File: config.mk
export PLATFORM = sky130hd
export DESIGN_NAME = uart_rx_oversample
export DESIGN_NICKNAME = d
export VERILOG_FILES = /design/src/rtl/uart_rx_oversample.sv
export SDC_FILE = /design/constraint.sdc
export NUM_CORES = 1
export LEC_CHECK = 0
export ABC_AREA = 1
export BUFFER_PORTS_ARGS = -buffer_cell sky130_fd_sc_hd__buf_4
export CAP_MARGIN = 10
export CELL_PAD_IN_SITES_DETAIL_PLACEMENT = 0
export CELL_PAD_IN_SITES_GLOBAL_PLACEMENT = 1
export CORE_AREA = 2 2 78 80
export CTS_CLUSTER_DIAMETER = 100
export DETAILED_ROUTE_END_ITERATION = 7
export DIE_AREA = 0 0 80 82
export HOLD_SLACK_MARGIN = 0.02
export PLACE_DENSITY = 0.76
export SLEW_MARGIN = 20
export SYNTH_ARGS = -nofsm -noshare
export SYNTH_HDL_FRONTEND = slang
export SYNTH_SLANG_ARGS = --single-unit
File: constraint.sdc
create_clock -name clk_i -period 1.7 [get_ports clk_i]
set_input_delay 0.51 -clock clk_i [delete_from_list [all_inputs] [get_ports clk_i]]
set_output_delay 0.51 -clock clk_i [all_outputs]
set_load 0.05 [all_outputs]
File: src/rtl/uart_rx_oversample.sv
// ---------------------------------------------------------------------------
// uart_rx_oversample
//
// UART receiver front end. The asynchronous serial pin is brought into the
// clk_i domain through a two-FF synchroniser. A free-running divider produces
// the oversample tick (16 ticks per bit). The FSM aligns to the middle of the
// start bit and then samples LSB-first data bits at their midpoints. Finally
// it checks the stop bit. A low stop bit flags a framing error, and a line
// held low (break) is then swallowed until it returns high.
//
// Ports:
//   clk_i          : system clock, all logic on the rising edge
//   rst_ni         : synchronous, active-low reset
//   rx_i           : asynchronous serial line, idle high
//   data_o         : last correctly framed byte (held between frames)
//   rx_done_tick_o : one-cycle pulse, data_o newly updated
//   frame_err_o    : one-cycle pulse, stop bit sampled low, byte discarded
//   busy_o         : high whenever the FSM is not idle
// ---------------------------------------------------------------------------
module uart_rx_oversample #(
  parameter int DATA_BIT   = 8,
  parameter int CLK_DIV    = 54,
  parameter int OVERSAMPLE = 16
) (
  input  logic                clk_i,
  input  logic                rst_ni,
  input  logic                rx_i,
  output logic [DATA_BIT-1:0] data_o,
  output logic                rx_done_tick_o,
  output logic                frame_err_o,
  output logic                busy_o
);

  localparam int NW = (DATA_BIT > 1) ? $clog2(DATA_BIT) : 1;

  // Tick indices: last tick of a bit period, and the start-bit midpoint.
  localparam logic [3:0]    S_LAST   = 4'(OVERSAMPLE - 1);
  localparam logic [3:0]    S_HALF   = 4'(OVERSAMPLE / 2 - 1);
  localparam logic [15:0]   DIV_LAST = 16'(CLK_DIV - 1);
  localparam logic [NW-1:0] N_LAST   = NW'(DATA_BIT - 1);

  typedef enum logic [2:0] {
    S_IDLE,
    S_START,
    S_DATA,
    S_STOP,
    S_BREAK
  } state_t;

  state_t              state_q, state_d;
  logic                rx_meta_q, rx_meta_d;
  logic                rx_s_q, rx_s_d;
  logic [15:0]         div_cnt_q, div_cnt_d;
  logic [3:0]          s_cnt_q, s_cnt_d;
  logic [NW-1:0]       n_cnt_q, n_cnt_d;
  logic [DATA_BIT-1:0] shift_q, shift_d;
  logic [DATA_BIT-1:0] data_q, data_d;
  logic                done_q, done_d;
  logic                err_q, err_d;
  logic                busy_q, busy_d;
  logic                s_tick;

  // The divider free-runs and is never restarted on a start edge. The
  // resulting phase uncertainty is at most one oversample tick.
  assign s_tick = (div_cnt_q == DIV_LAST);

  always_comb begin
    rx_meta_d = rx_i;
    rx_s_d    = rx_meta_q;
    div_cnt_d = s_tick ? 16'd0 : div_cnt_q + 16'd1;

    state_d = state_q;
    s_cnt_d = s_cnt_q;
    n_cnt_d = n_cnt_q;
    shift_d = shift_q;
    data_d  = data_q;
    done_d  = 1'b0;
    err_d   = 1'b0;

    case (state_q)
      S_IDLE: begin
        if (!rx_s_q) begin
          state_d = S_START;
          s_cnt_d = 4'd0;
        end
      end
      S_START: begin
        if (s_tick) begin
          if (s_cnt_q == S_HALF) begin
            // At the start-bit midpoint the line must still be low. If it
            // is not, the edge was a glitch and is dropped silently.
            if (!rx_s_q) begin
              state_d = S_DATA;
              s_cnt_d = 4'd0;
              n_cnt_d = '0;
            end else begin
              state_d = S_IDLE;
            end
          end else begin
            s_cnt_d = s_cnt_q + 4'd1;
          end
        end
      end
      S_DATA: begin
        if (s_tick) begin
          if (s_cnt_q == S_LAST) begin
            s_cnt_d = 4'd0;
            shift_d = {rx_s_q, shift_q[DATA_BIT-1:1]};
            if (n_cnt_q == N_LAST) begin
              state_d = S_STOP;
            end else begin
              n_cnt_d = n_cnt_q + 1'b1;
            end
          end else begin
            s_cnt_d = s_cnt_q + 4'd1;
          end
        end
      end
      S_STOP: begin
        if (s_tick) begin
          if (s_cnt_q == S_LAST) begin
            // Leave at the stop midpoint so a back-to-back start edge
            // half a bit later is still seen from idle.
            if (rx_s_q) begin
              data_d  = shift_q;
              done_d  = 1'b1;
              state_d = S_IDLE;
            end else begin
              err_d   = 1'b1;
              state_d = S_BREAK;
            end
          end else begin
            s_cnt_d = s_cnt_q + 4'd1;
          end
        end
      end
      S_BREAK: begin
        if (rx_s_q) begin
          state_d = S_IDLE;
        end
      end
      default: begin
        state_d = S_IDLE;
      end
    endcase

    busy_d = (state_d != S_IDLE);
  end

  always_ff @(posedge clk_i) begin
    if (!rst_ni) begin
      state_q   <= S_IDLE;
      rx_meta_q <= 1'b1;
      rx_s_q    <= 1'b1;
      div_cnt_q <= 16'd0;
      s_cnt_q   <= 4'd0;
      n_cnt_q   <= '0;
      shift_q   <= '0;
      data_q    <= '0;
      done_q    <= 1'b0;
      err_q     <= 1'b0;
      busy_q    <= 1'b0;
    end else begin
      state_q   <= state_d;
      rx_meta_q <= rx_meta_d;
      rx_s_q    <= rx_s_d;
      div_cnt_q <= div_cnt_d;
      s_cnt_q   <= s_cnt_d;
      n_cnt_q   <= n_cnt_d;
      shift_q   <= shift_d;
      data_q    <= data_d;
      done_q    <= done_d;
      err_q     <= err_d;
      busy_q    <= busy_d;
    end
  end

  assign data_o         = data_q;
  assign rx_done_tick_o = done_q;
  assign frame_err_o    = err_q;
  assign busy_o         = busy_q;

endmodule

# Word-level counts from Yosys, hierarchy flattened
# Index checks and enable logic that the tools add are counted.
# Widths: inputs -> output; s select.
# totals
regBits,47
mem_bits_ro,0
latchBits,0
mem_count,0
ram_bits,0
# op_classes
div_mod_pow,0
n_bitwise,1
mux,29
eq_ne,16
add_sub_neg,3
shift,0
n_reduce_logical,10
multipliers,0
magnitude_cmp,0
# op_table
operator,n
$mux 3,16
$mux 4,7
$add 16x1->16 const B,1
$eq 16x6->1 const B,1
$ne 2x2->1 const B,8
$pmux 4 s4,1
$pmux 3 s5,1
$reduce_and 4->1,2
$reduce_and 7->1,1
$eq 3x2->1 const B,2
$eq 3x3->1 const B,2
$pmux 3 s2,1
$reduce_and 5->1,1
$add 4x1->4 const B,1
$eq 4x3->1 const B,1
$eq 4x4->1 const B,1
$reduce_bool 4->1,1
$add 3x1->3 const B,1
$eq 3x1->1 const B,1
$logic_not 3->1,1
$reduce_and 3->1,1
$reduce_bool 3->1,1
$mux 1,2
$mux 2,1
other kinds (3),3

# Depth between registers and ports, before layout
# logic_depth
depth_word,6
depth_mapped,13

# Worst setup path before layout
# Ideal clock, no wire load.
# synth_timing
path_kind,register to register
from,register div_cnt_q[0]
to,register busy_q (netlist: busy_o)
n_path_buf,0
t_arrival_ns,1.370
setup_ns,0.112
period_less_slack_ns,1.482
t_required_ns,1.588
stages_incl_launch_ff,13
slack_ns,0.218
cell_sequence,dfxtp_1 > ha_1 > inv_1 > nor2_1 > nand2_1 > nor2_4 > nand3_2 > nand2_1 > inv_1 > nor2_1 > nand2_1 > nand2_1 > nand2_1
# synth_between
elab_chain_len,4
# synth_lines
item,line_no,text
from (decl),53,"logic [15:0] div_cnt_q, div_cnt_d;"
from (signal assigned),167,div_cnt_q <= div_cnt_d;
$eq 16x6->1 *,65,assign s_tick = (div_cnt_q == DIV_LAST);
"$mux 3, on equally long branches","120, 105, 88",
$pmux 3 s5 *,80,case (state_q)
$reduce_bool 3->1 *,147,busy_d = (state_d != S_IDLE);
to (signal assigned),174,busy_q <= busy_d;
to (decl),60,"logic busy_q, busy_d;"
# Mark *: on every way between the ends. The rest lies on a longest branch, timed or not.
# A chain may end at the register's enable or synchronous reset.

# Worst setup path after layout
# layout_timing
from,register div_cnt_q[1]
to,register s_cnt_q[0]
# layout_between
elab_chain_len,3
# layout_lines
item,line_no,text
$eq 16x6->1 *,65,
$ne 2x2->1 (no line),--,
$reduce_and 5->1 (no line) *,--,
to (signal assigned),168,s_cnt_q <= s_cnt_d;
to (decl),54,"logic [3:0] s_cnt_q, s_cnt_d;"
# Marks and branches as above.

==> flow_summary_export.csv <==
group,metric,value,unit
floorplan,io_pins,14,
power,internal_power,1.51,mW
route,via_per_inst,4.90,
clock_network,cts_root_buffer,"clkbuf_8",
cells_and_area,drive_gt1_frac,0.271,
route,drtIter0Drc,77,
timing,tightest_slew,0.311,ns
global_routing,grt.overflow.total,0,
place,placed_cell_area,0.00273,mm²
cells_and_area,mostFrequentLayoutCell,"nand2_1",
yosys,synth_seq_cells,47,
worst_setup_path,crit_chain,"inv_2 > ha_4 > inv_2 > nor2_2 > nand2_2 > nor2_4 > buf_6 > nand2_2 > o21ai_2 > nand2_2 > inv_2 > nand2_1 > nor2_1 > nor2_1",
floorplan,dieHeight,82,µm
route,drc,0,
global_routing,antenna_found_initial,0,
timing,rsz0062_at_grt,"true",
cells_and_area,mostFrequentLayoutCells,"nand2_1 (61), nor2_1 (60), dfxtp_1 (44), buf_4 (39), inv_1 (29)",
floorplan,die_w,80,µm
global_routing,grt_usage,0.185,
timing,fmax,0.601,GHz
outcome,status,"finished, final reports clean",
clock_network,clk_latency,0.30,ns
timing,tns,0,ns
power,power_switching,503,µW
power,seqPwrFrac,0.564,
clock_network,cts_max_path_buffers,2,
power,power.leakage,1.24,nW
timing,finalClockSkew,0.00606,ns
place,place_hpwl,4.17,mm
worst_setup_path,end_kind,"flip-flop",
power,combPwrFrac,0.074,
yosys,yosys_warnings,0,
clock_network,numClockSinks,47,
clock_network,clk_pin_slew,0.09,ns
worst_setup_path,critPathBufInv,4,
cells_and_area,final_area,0.00296,mm²
yosys,synth.avg_cell_area,7.15,µm²
floorplan,dieArea,0.00656,mm²
timing,relSlewSlack,0.791,
worst_setup_path,path_max_fanout,5,
cells_and_area,fin_nets,391,
timing,fin_crit,1.66,ns
route,routedWlPerCell,12.6,µm
route,drt_pass1_iterations,4,
yosys,synth_cells,342,
timing,finalSetupViolations,0,
floorplan,start_util,0.425,
worst_setup_path,slowest_delay,0.33,ns
timing,period_share,0.978,
clock_network,cts_buffers,5,
worst_setup_path,cpLargestDelayFamily,"simple AND/OR/NAND/NOR gates",
flow_run,drv_cap,0,
worst_setup_path,crit_slowest_cell,"dfxtp_2",
power,max-vdd-ir-drop,0.338,mV
yosys,synth_fp_nets,350,
clock_network,cts_tree,"yes",
worst_setup_path,crit_arrival,1.87,ns
yosys,yosysSeqAreaShare,0.385,
worst_setup_path,critPathKind,"flip-flop to flip-flop",
clock_network,cts_htree_levels,2,
worst_setup_path,cp.required,1.90,ns
route,drt-total-wl,5.77,mm
floorplan,rows,28,
cells_and_area,insertedDiodeCount,0,
timing,finalHoldViolCount,0,
global_routing,grt_max_degree,22,
yosys,netlist_area,0.00244,mm²
cells_and_area,area_delta_synth_final,20.9,%
power,swShare,0.250,
floorplan,core_area,0.00575,mm²
clock_network,ctsHoldBuffers,0,
yosys,ys_types,35,
global_routing,grt_pass1_wl,9.47,mm
power,clkPwrFrac,0.362,
hold_path,min_path_type,"primary input to flip-flop",
route,vias,2250,
power,power_density,682,mW/mm²
place,gp_congestion,0.860,
cells_and_area,fin_util,0.514,
route,ant_nets,0,
global_routing,grt_pass1_vias,2098,
worst_setup_path,start_kind,"flip-flop",
timing,drv_slew,0,
place,port_buffers,13,
==> stage by stage <==
step / hold slack, ns / total power [mW] / worst slack, ns / cells
floorplan: 0.393 / 1.25 / 0.218 / 342
global placement: 0.395 / 1.29 / 0.0205 / 442
detailed placement: 0.401 / 1.29 / -0.0206 / 442
CTS: 0.384 / 2.03 / 0.00517 / 452
global route: 0.394 / 2.10 / -0.0853 / 459
finish: 0.396 / 2.01 / 0.0374 / 459
==> layer usage <==
layer | up-vias | GRT usage | part of all wire
met5 | - | 0 | 0
met4 | 0 | 0.0644 | 0.016
met3 | 10 | 0.0374 | 0.020
met2 | 14 | 0.308 | 0.47
met1 | 1040 | 0.238 | 0.49
li1 | 1186 | - | -
==> worst register-to-register path, stage by stage, from the launching register on <==
cell and delay (ns):
dfxtp_2 0.33, inv_2 0.06, ha_4 0.13, inv_2 0.04
nor2_2 0.12, nand2_2 0.08, nor2_4 0.18, buf_6 0.13
nand2_2 0.04, o21ai_2 0.07, nand2_2 0.12, inv_2 0.09
nand2_1 0.05, nor2_1 0.10, nor2_1 0.04
==> kinds of logic (layout without fill, tap and decap cells) <==
family,count (synthesis),in the layout,synth area share
and+or+nand+nor,186,186,0.364
AOI/OAI and AO/OA,52,52,0.127
DFF,47,47,0.385
buffers and inverters,47,89,0.0804
adders and majority gates,5,5,0.0256
xor gates and xnor gates,5,5,0.0179
==> state kept, by name, indices dropped and copies added (netlist names) <==
register / cells
busy_o: 1
data_o: 8
div_cnt_q: 16
frame_err_o: 1
n_cnt_q: 3
rx_done_tick_o: 1
rx_meta_q: 1
rx_s_q: 1
s_cnt_q: 4
shift_q: 8
state_q: 3
==> synthesized netlist by cell type <==
cell type,n,area [µm²]
a211oi_2,1,12.5
a21oi_1,17,85.1
a21oi_2,2,17.5
a31o_2,1,8.76
a41oi_1,1,8.76
buf_2,4,20.0
buf_6,2,22.5
clkbuf_1,1,3.75
dfxtp_1,47,941
ha_1,5,62.6
inv_1,33,124
inv_2,7,26.3
nand2_1,65,244
nand2_2,2,12.5
nand2_4,1,11.3
nand3_1,17,85.1
nand3_2,2,20.0
nand3b_1,2,15.0
nand4_1,9,56.3
nand4_2,1,12.5
nand4_4,1,21.3
nor2_1,64,240
nor2_2,5,31.3
nor2_4,7,78.8
nor3_1,2,10.0
nor4_1,3,18.8
o211ai_1,5,37.5
o21a_1,2,15.0
o21ai_0,19,95.1
o21ai_1,1,5.00
o21ai_2,3,26.3
or2_0,1,6.26
or2_2,4,25.0
xnor2_1,1,8.76
xor2_1,4,35.0
==> final timing paths <==
kind	from	end	slack (ns)	depth (start not counted)
setup / recovery	div_cnt_q[1]	s_cnt_q[0]	0.04	14
hold / removal	rx_i	rx_meta_q	0.40	2
setup reg to reg	div_cnt_q[1]	s_cnt_q[0]	0.04	14
hold reg to reg	rx_meta_q	rx_s_q	0.42	1
==> power groups by stage <==
stage	sequential (mW)	clock (mW)	combinational [mW]
2_1_floorplan	1.16	0	0.0921
4_1_cts	1.14	0.759	0.133
6_report	1.14	0.729	0.149
3_3_place_gp	1.16	0	0.132
5_1_grt	1.14	0.790	0.170
3_5_place_dp	1.16	0	0.133
==> area by class of cell <==
| type | count | area [µm²] |
|---|---|---|
| fill | 614 | 2790 |
| multi-input combinational | 248 | 1360 |
| sequential | 47 | 947 |
| timing repair buffer | 41 | 309 |
| inverter | 40 | 150 |
| tap | 75 | 93.8 |
| clock buffer | 6 | 82.6 |
| clock inverter | 2 | 16.3 |
==> repair_timing <==
action	in CTS	in global routing
endpoints found under the setup margin	1	38
setup buffers	2	7
pin swaps	1	9
gates resized for setup	0	23
endpoints found under the hold margin	0	0
(Power assumes the default switching activity.)
